### src/rtl/uart_tx_ctrl.sv
// uart_tx_ctrl: UART frame serialiser (start, LSB-first data, optional parity, stop)
module uart_tx_ctrl #(
  parameter int WIDTH = 8
) (
  input  logic             CLK,
  input  logic             RST,
  input  logic [WIDTH-1:0] P_DATA,
  input  logic             DATA_VALID,
  input  logic             PAR_EN,
  input  logic             PAR_BIT,
  output logic             PAR_calc,
  output logic             TX_OUT,
  output logic             BUSY,
  output logic             TX_DONE
);
  localparam int CW = $clog2(WIDTH);
  localparam logic [CW-1:0] LAST = CW'(WIDTH - 1);
  typedef enum logic [2:0] {IDLE, START, DATA, PARITY, STOP} state_t;
  state_t           r_state;
  logic [WIDTH-1:0] r_shift;
  logic [CW-1:0]    r_cnt;
  logic             r_par_en;
  // Gated by RST so parity_calc never captures while the frame logic is held in reset
  assign PAR_calc = DATA_VALID & RST & (r_state == IDLE);
  always_ff @(posedge CLK or negedge RST) begin
    if (!RST) begin
      r_state  <= IDLE;
      r_shift  <= '0;
      r_cnt    <= '0;
      r_par_en <= 1'b0;
      TX_OUT   <= 1'b1;
      BUSY     <= 1'b0;
      TX_DONE  <= 1'b0;
    end else begin
      TX_DONE <= 1'b0;
      case (r_state)
        IDLE: if (DATA_VALID) begin
          r_shift  <= P_DATA;
          r_par_en <= PAR_EN;
          r_state  <= START;
          TX_OUT   <= 1'b0;
          BUSY     <= 1'b1;
        end
        START: begin
          r_state <= DATA;
          TX_OUT  <= r_shift[0];
          r_shift <= {1'b0, r_shift[WIDTH-1:1]};
        end
        DATA: if (r_cnt == LAST) begin
          r_cnt   <= '0;
          r_state <= r_par_en ? PARITY : STOP;
          TX_OUT  <= r_par_en ? PAR_BIT : 1'b1;
          TX_DONE <= ~r_par_en;
        end else begin
          r_cnt   <= r_cnt + 1'b1;
          TX_OUT  <= r_shift[0];
          r_shift <= {1'b0, r_shift[WIDTH-1:1]};
        end
        PARITY: begin
          r_state <= STOP;
          TX_OUT  <= 1'b1;
          TX_DONE <= 1'b1;
        end
        STOP: begin
          r_state <= IDLE;
          TX_OUT  <= 1'b1;
          BUSY    <= 1'b0;
        end
        default: begin
          r_state <= IDLE;
          TX_OUT  <= 1'b1;
          BUSY    <= 1'b0;
        end
      endcase
    end
  end
endmodule

### config.mk
export PLATFORM = sky130hd
export DESIGN_NAME = uart_tx_ctrl
export DESIGN_NICKNAME = d
export VERILOG_FILES = /design/src/rtl/uart_tx_ctrl.sv
export SDC_FILE = /design/constraint.sdc
export NUM_CORES = 1
export LEC_CHECK = 0
export ABC_AREA = 0
export CAP_MARGIN = 0
export CELL_PAD_IN_SITES_DETAIL_PLACEMENT = 1
export CELL_PAD_IN_SITES_GLOBAL_PLACEMENT = 1
export CORE_UTILIZATION = 35
export CTS_CLUSTER_DIAMETER = 40
export DETAILED_ROUTE_END_ITERATION = 10
export HOLD_SLACK_MARGIN = 0.03
export PLACE_DENSITY = 0.75
export SKIP_LAST_GASP = 1
export SLEW_MARGIN = 20
export SYNTH_ARGS = -nofsm -noshare
export SYNTH_HDL_FRONTEND = slang
export SYNTH_SLANG_ARGS = --single-unit
### constraint.sdc
create_clock -name CLK -period 3.6 [get_ports CLK]
set_input_delay 0.36 -clock CLK [delete_from_list [all_inputs] [get_ports CLK]]
set_output_delay 0.36 -clock CLK [all_outputs]
set_load 0.005 [all_outputs]
* Word level (Yosys, flattened, before mapping)
Cells that the tools add are included.
** Word-level totals
- Register bits :: 18
- Bits of input ports :: 13
- Output and inout port bits :: 4
- Word-level logic and storage cells :: 42
** Cells by class
- $add $sub $neg :: 1
- Equality and inequality tests :: 7
- Multiplexer cells :: 16
- Bitwise operators :: 4
- Reductions and logical operators :: 7
** Operators by type and width (count)
- case mux 8 bit (3 select lines) :: 1
- 2-to-1 mux 8 bit :: 2
- 2-to-1 mux 3 bit :: 4
- case mux 3 bit (4 select lines) :: 1
- equality test 3 x 2 -> 1 bit (second input constant) :: 2
- != test 2 bit (second input constant) :: 3
- AND reduction 2 bit :: 3
- 2-to-1 mux 1 bit :: 5
- case mux 1 bit (2 select lines) :: 2
- adder 3 x 1 -> 3 bit (second input constant) :: 1
- equality test 3 x 1 -> 1 bit (second input constant) :: 1
- equality test 3 bit (second input constant) :: 1
- zero test 3 bit :: 1
- case mux 1 bit (3 select lines) :: 1
- AND reduction 3 bit :: 1
- nonzero test 3 bit :: 1
- OR reduction 3 bit :: 1
- AND 1 bit :: 2
- inverter 1 bit :: 2

* Depth between registers and ports, before layout
- Word-level depth :: 4
- Mapped depth :: 7
- Gate-level depth less buffers :: 6

* Worst setup path after synthesis
Ideal clock, no wire load.
- Path type :: reg2reg
- Start point :: register r_cnt[0]
- End point :: register r_shift[7]
- Setup time :: 0.126 ns
- Data arrival time :: 1.649 ns
- Data required time :: 3.474 ns
- Slack :: 1.825 ns
- Stages on the path, launching flop included :: 7
- Path buffers :: 1
- Clock period less this slack :: 1.775 ns
- Cell sequence :: dfrtp_1 ha_1 ha_1 or4b_4 o31ai_4 buf_12 o21ai_0
** Between the ends
- Word-level cells in the longest chain between the ends :: 3
** Ends and longest elaborated chain
- from (decl) :: RTL line 21 : logic [CW-1:0] r_cnt;
- from (signal assigned) :: RTL line 55 : r_cnt <= r_cnt + 1'b1;
- equality test 3 bit :: RTL line 49 : DATA: if (r_cnt == LAST) begin
- != test 2 bit (no source line)
- AND reduction 3 bit (no source line)
- to (signal assigned) :: RTL line 47 : r_shift <= {1'b0, r_shift[WIDTH-1:1]};
- to (signal assigned) :: RTL line 57 : r_shift <= {1'b0, r_shift[WIDTH-1:1]};
- to (decl) :: RTL line 20 : logic [WIDTH-1:0] r_shift;
No other way between the ends.
A chain may end at the register's enable or synchronous reset.

* Worst setup path in the final report
- Start point :: register r_state[1]
- End point :: output PAR_calc
** Between the ends
- Word-level cells in the longest chain between the ends :: 2
** Ends and longest elaborated chain
- from (decl) :: RTL line 19 : state_t r_state;
- from (signal assigned) :: RTL line 51 : r_state <= r_par_en ? PARITY : STOP;
- zero test 3 bit :: RTL line 24 : assign PAR_calc = DATA_VALID & RST & (r_state == IDLE);
- AND 1 bit :: RTL line 24
- to (decl) :: RTL line 11 : output logic PAR_calc,
No other way between the ends.

==> impl_metrics.tcl <==
set metrics [dict create \
    post_route_cells_drive_above_1_share_pct 13.7 \
    synth_nets 101 \
    achievable-frequency_ghz 0.403 \
    drt_drc_violations_left 0 \
    critical-path-max-stage-delay_ns 0.53 \
    setup-violations-final 0 \
    areaGrowthSynthToFinish_pct 20.2 \
    post_cts_repair_timing_setup_buffer_count 0 \
    synthesized_flop_and_latch_total 18 \
    row_count 18 \
    cts_hold_buf 0 \
    synth_flop_cell "sky130_fd_sc_hd__dfrtp_1" \
    worst_setup_path_end_kind "output pin" \
    yosysWarningCount 0 \
    hp-class "in -> async" \
    mostFrequentLayoutCells "sky130_fd_sc_hd__dfrtp_1 (17), sky130_fd_sc_hd__clkdlybuf4s50_1 (16), sky130_fd_sc_hd__nor2_1 (14), sky130_fd_sc_hd__a21oi_1 (10), sky130_fd_sc_hd__mux2i_1 (8)" \
    grt_max_degree 20 \
    start_util_pct 37.0 \
    nets 118 \
    setup.worst_path.class "reg -> out" \
    dieWidth_um 53.2 \
    cts_tree "built" \
    synth.top_cells.by_area "sky130_fd_sc_hd__dfrtp_1 (46%), sky130_fd_sc_hd__mux2i_1 (8.7%), sky130_fd_sc_hd__nor2_1 (5.7%)" \
    setup.worst_path.start "r_state[1]" \
    cts.root.buffer_cell "sky130_fd_sc_hd__clkbuf_4" \
    yosysTopAreaCell "sky130_fd_sc_hd__dfrtp_1" \
    avgViaCountPerCell 4.92 \
    worst_path_max_fanout 11 \
    finalCriticalPeriod_ns 2.48 \
    ir_worst_vdd_uv 417 \
    cts_inserted_buffers 3 \
    relSlewSlack_pct 55.2 \
    grt_pass1_vias 605 \
    setup_slack_ns 1.12 \
    coreArea_sq_mm 0.00248 \
    instance_count_after_placement_with_tap_cells_included 128 \
    setup_tns_final_ns 0 \
    finish.cell_count_without_fillers 132 \
    r2r_cells 6 \
    globalRouteTotalUtil_pct 14.6 \
    finalWeightedCongestion 0.782 \
    clk_transition_reported_paths_ns 0.10 \
    netlist_area_before_placement_sq_um 917 \
    layout.cells.most_common "sky130_fd_sc_hd__dfrtp_1" \
    timing.hold.ws_ns 0.385 \
    timing_max_transition_violations_final 0 \
    dieArea_sq_mm 0.00283 \
    max_buffers_root_to_sink 2 \
    timing.critical_path.max_delay_family "simple AND/OR/NAND/NOR gates" \
    fraction_of_post_synthesis_cell_area_in_the_top_cell_type_by_area_pct 46.4 \
    leakage_power_total_nw 0.485 \
    power-per-cell-area_mw_per_mm2 905 \
    drt_pass1_iterations 2 \
    final.setup_skew_ns 0.00487 \
    syn-mean-instance-area_sq_um 10.7 \
    grt_pass1_wl_um 2870 \
    clock_sink_count 18 \
    critical_path_arrival_ns 2.12 \
    rsz0062_at_grt "no" \
    critPathRequiredTime_ns 3.24 \
    route.antenna.remaining_nets 0 \
    wirelength_um 1700 \
    critical_path.reg2reg.startpoint "r_cnt[0]" \
    cts_resized 0 \
    crit_path_cell_trace "or3_1 -> nor2_1 -> and2_1 -> clkdlybuf4s50_1" \
    synth-edff-count 0 \
    maxCapViolCount 0 \
    path_depth 4 \
    worstSkewPairLatency_ns 0.29 \
    clock_tree.htree_level_count 1 \
    io_pins 17 \
    grt_overflow 0 \
    dp_hpwl_um 1200 \
    cell_variety_after_synth 26 \
    fp.dieH_um 53.2 \
    critPathLaunchType "register" \
    antenna_found_initial 0 \
    finalHoldViolations 0 \
    worst-path-buf-inv 1 \
    postSynthCellCount 86 \
    status "completed" \
    dp_worst_setup_slack_ns 1.42 \
    slowest_stage "sky130_fd_sc_hd__dfrtp_1" \
    finish.utilization_pct 44.5 \
    synthArstFlopShare_pct 100 \
    via_count 650 \
    worst_pin_slew_ns 0.672 \
    port_buffers 16 \
    num_antenna_cells 0 \
    post_drt_wl_per_cell_um 12.9 \
    drtIter0Drc 9 \
    min_period_over_period_pct 68.9 \
    ys_seq_area_share_pct 49.2 \
]
power breakdown:
part / internal [W] / switching, W / total (W)
clock: 0.0000430 / 0.0000606 / 0.000104
sequential: 0.000307 / 0.0000894 / 0.000396
combinational: 0.000254 / 0.000244 / 0.000497
total: 0.000603 / 0.000394 / 0.000997
per-layer routing:
metal / track usage [%] / vias up / routed length [um]
met5: 0 / - / 0
met4: 5.26 / 0 / 22
met3: 3.45 / 4 / 59
met2: 21.7 / 10 / 801
met1: 20.4 / 310 / 820
li1: - / 326 / -
sequential cells by signal (all words and copies together) (netlist names):
name,flops
r_shift,8
r_state,3
TX_OUT,1
BUSY,1
r_par_en,1
r_cnt,3
TX_DONE,1
worst register-to-register path, delay by kind of cell (launching register included):
kind | cells | cell delay [ns]
compound gates | 2 | 0.33
fa+ha+maj | 2 | 0.45
flops | 1 | 0.40
simple gates | 2 | 0.64
cell families (layout without fill, tap and decap cells):
group                      Yosys count  count (layout)  share of synthesized area, %
AOI/OAI and AO/OA                   17              17                          12.4
xor gates and xnor gates             1               1                         0.955
adders and majority gates            2               2                          2.73
buffers and inverters                9              25                          6.68
DFF                                 18              18                          49.3
muxes                               11              11                          12.4
and+or+nand+nor                     28              28                          15.6
per-stage QoR:
step                cell area [sq um]  power [W]
global placement                 1080   0.000886
detailed placement               1080   0.000905
finish                           1100   0.000997
global route                     1100    0.00110
floorplan                         917   0.000830
CTS                              1100    0.00101
cell usage after synthesis, types with 3 or more instances:
| library cell | instances |
|---|---|
| sky130_fd_sc_hd__o21ai_0 | 3 |
| sky130_fd_sc_hd__inv_1 | 4 |
| sky130_fd_sc_hd__nor2_1 | 14 |
| sky130_fd_sc_hd__a21oi_1 | 10 |
| sky130_fd_sc_hd__mux2i_1 | 8 |
| sky130_fd_sc_hd__mux2_2 | 3 |
| sky130_fd_sc_hd__dfrtp_1 | 17 |
area by class of cell:
class / count / area, sq um
flip-flops and latches: 18 / 452
clock buffers: 4 / 26.3
fillers: 292 / 1380
multi-input cells: 59 / 404
repair buffers: 17 / 168
well taps: 30 / 37.5
inverters: 4 / 15.0
final timing paths:
path                                    to  slack, ns
worst max register to register  r_shift[3]       1.71
worst min register to register        BUSY       0.51
worst min-delay path               TX_DONE       0.39
worst max-delay path              PAR_calc       1.12
max in group asynchronous           TX_OUT       2.95
min in group CLK                      BUSY       0.51
No activity file was read; power rests on OpenSTA's default activity.
==> variant, RTL diff (same settings) <==
Encoding of `state_t`: now one-hot (5 bits for 5 states).
--- a/src/rtl/uart_tx_ctrl.sv
+++ b/src/rtl/uart_tx_ctrl.sv
@@ -15,7 +15,7 @@
 );
   localparam int CW = $clog2(WIDTH);
   localparam logic [CW-1:0] LAST = CW'(WIDTH - 1);
-  typedef enum logic [2:0] {IDLE, START, DATA, PARITY, STOP} state_t;
+  typedef enum logic [4:0] {IDLE = 5'b00001, START = 5'b00010, DATA = 5'b00100, PARITY = 5'b01000, STOP = 5'b10000} state_t;
   state_t           r_state;
   logic [WIDTH-1:0] r_shift;
   logic [CW-1:0]    r_cnt;
Behaviour: no difference found for any inputs over 10 cycles, from zero or initial values and one cycle with RST low; not proved beyond that.
==> variant against the original RTL <==
Routed wire length up 12%; design area up 9.1%; total power down 18%; highest routed layer unchanged; worst setup slack better by 0.17 ns; critical path type unchanged; register-to-register slack worse by 0.31 ns; synthesized area up 8.5%; sequential cell count up 2; synthesized cell count down 4.7%.
==> variant: results (changes against the original RTL) <==
.. list-table::
   :header-rows: 1

   * - Metric
     - Value
   * - Fraction of met3 tracks used by global routing
     - 6.09% (+2.6 points)
   * - Worst slack, placed
     - 1.28 ns (-0.140 ns)
   * - First-pass GRT wire length
     - 3350 um (+17%)
   * - Leading cell types by count after synthesis
     - 18 x sky130_fd_sc_hd__dfrtp_1, 17 x sky130_fd_sc_hd__mux2_2, 4 x sky130_fd_sc_hd__a21oi_1, 4 x sky130_fd_sc_hd__inv_1
   * - Share of synthesized area occupied by flip-flops and latches
     - 50.6% (+1.3 points)
   * - Number of different library cells in the post-synthesis netlist
     - 31 (+19%)
   * - Start of the worst register-to-register path
     - r_state[3]$_DFFE_PN0P_
   * - Horizontal extent of the die
     - 55.3 um (+4.0%)
   * - Length of the first detailed-routing pass in iterations
     - 4 (+2)
   * - Ranking of synthesized cells by area
     - sky130_fd_sc_hd__dfrtp_1 45%, sky130_fd_sc_hd__mux2_2 19%, sky130_fd_sc_hd__dfstp_2 5.3%
   * - Nets
     - 115 (-2.5%)
   * - Power spent charging and discharging nets
     - 0.262 mW (-33%)
   * - Instance count of the mapped netlist
     - 82 (-4.7%)
   * - Outcome
     - complete, no violations
   * - Tightest Pin Transition
     - 0.773 ns (+0.100 ns)
   * - Worst clock skew on the final layout
     - 0.00277 ns (-0.00210 ns)
   * - Maximum number of pins on one net before global-route repair
     - 22 (+10%)
   * - Syn_nets
     - 97 (-4.0%)
   * - Met1 usage
     - 15.6% (-4.8 points)
   * - Number of vias per cell
     - 5.19 (+5.3%)
   * - Highest clock rate
     - 0.432 GHz (+7.2%)
   * - Post-synthesis mux area share
     - 20.3% (+7.8 points)
   * - Leading registers by flop count
     - r_shift: 8 flops, r_state: 5 flops, r_cnt: 3 flops
   * - Multi-input gate share of total cell area
     - 37.7% (+1.0 points)
   * - Number of non-filler instances in the completed layout
     - 129 (-2.3%)
   * - Met3 routed wirelength
     - 118 um (+100%)
   * - Worst hold margin
     - 0.389 ns (+0.00390 ns)
   * - Relative area change from synthesis to final layout
     - 20.9%
   * - Internal cell power
     - 0.553 mW (-8.4%)
   * - Worst Path Arrival
     - 1.95 ns (-0.17 ns)
   * - Maximum net fanout on the critical path
     - 9 (-2)
   * - Global Route Usage Sum
     - 14.2% (-0.38 points)
-- variant: cell count changes in the layout (fill, tap and decap cells not counted), moves of 2 or more --
| cell | before | now |
|---|---|---|
| sky130_fd_sc_hd__o21ai_0 | 3 | 1 |
| sky130_fd_sc_hd__mux2_2 | 3 | 17 |
| sky130_fd_sc_hd__nor4_1 | 0 | 3 |
| sky130_fd_sc_hd__nor2_1 | 14 | 2 |
| sky130_fd_sc_hd__nor2_2 | 2 | 0 |
| sky130_fd_sc_hd__a21oi_2 | 2 | 0 |
| sky130_fd_sc_hd__nor3b_1 | 2 | 0 |
| sky130_fd_sc_hd__a21oi_1 | 10 | 4 |
| sky130_fd_sc_hd__mux2i_1 | 8 | 1 |
-- variant: critical path, cell delays in order (launching register included) --
cell	delay, ns
sky130_fd_sc_hd__dfstp_2	0.62
sky130_fd_sc_hd__nor4bb_1	0.33
sky130_fd_sc_hd__and3_1	0.21
sky130_fd_sc_hd__clkdlybuf4s50_1	0.49
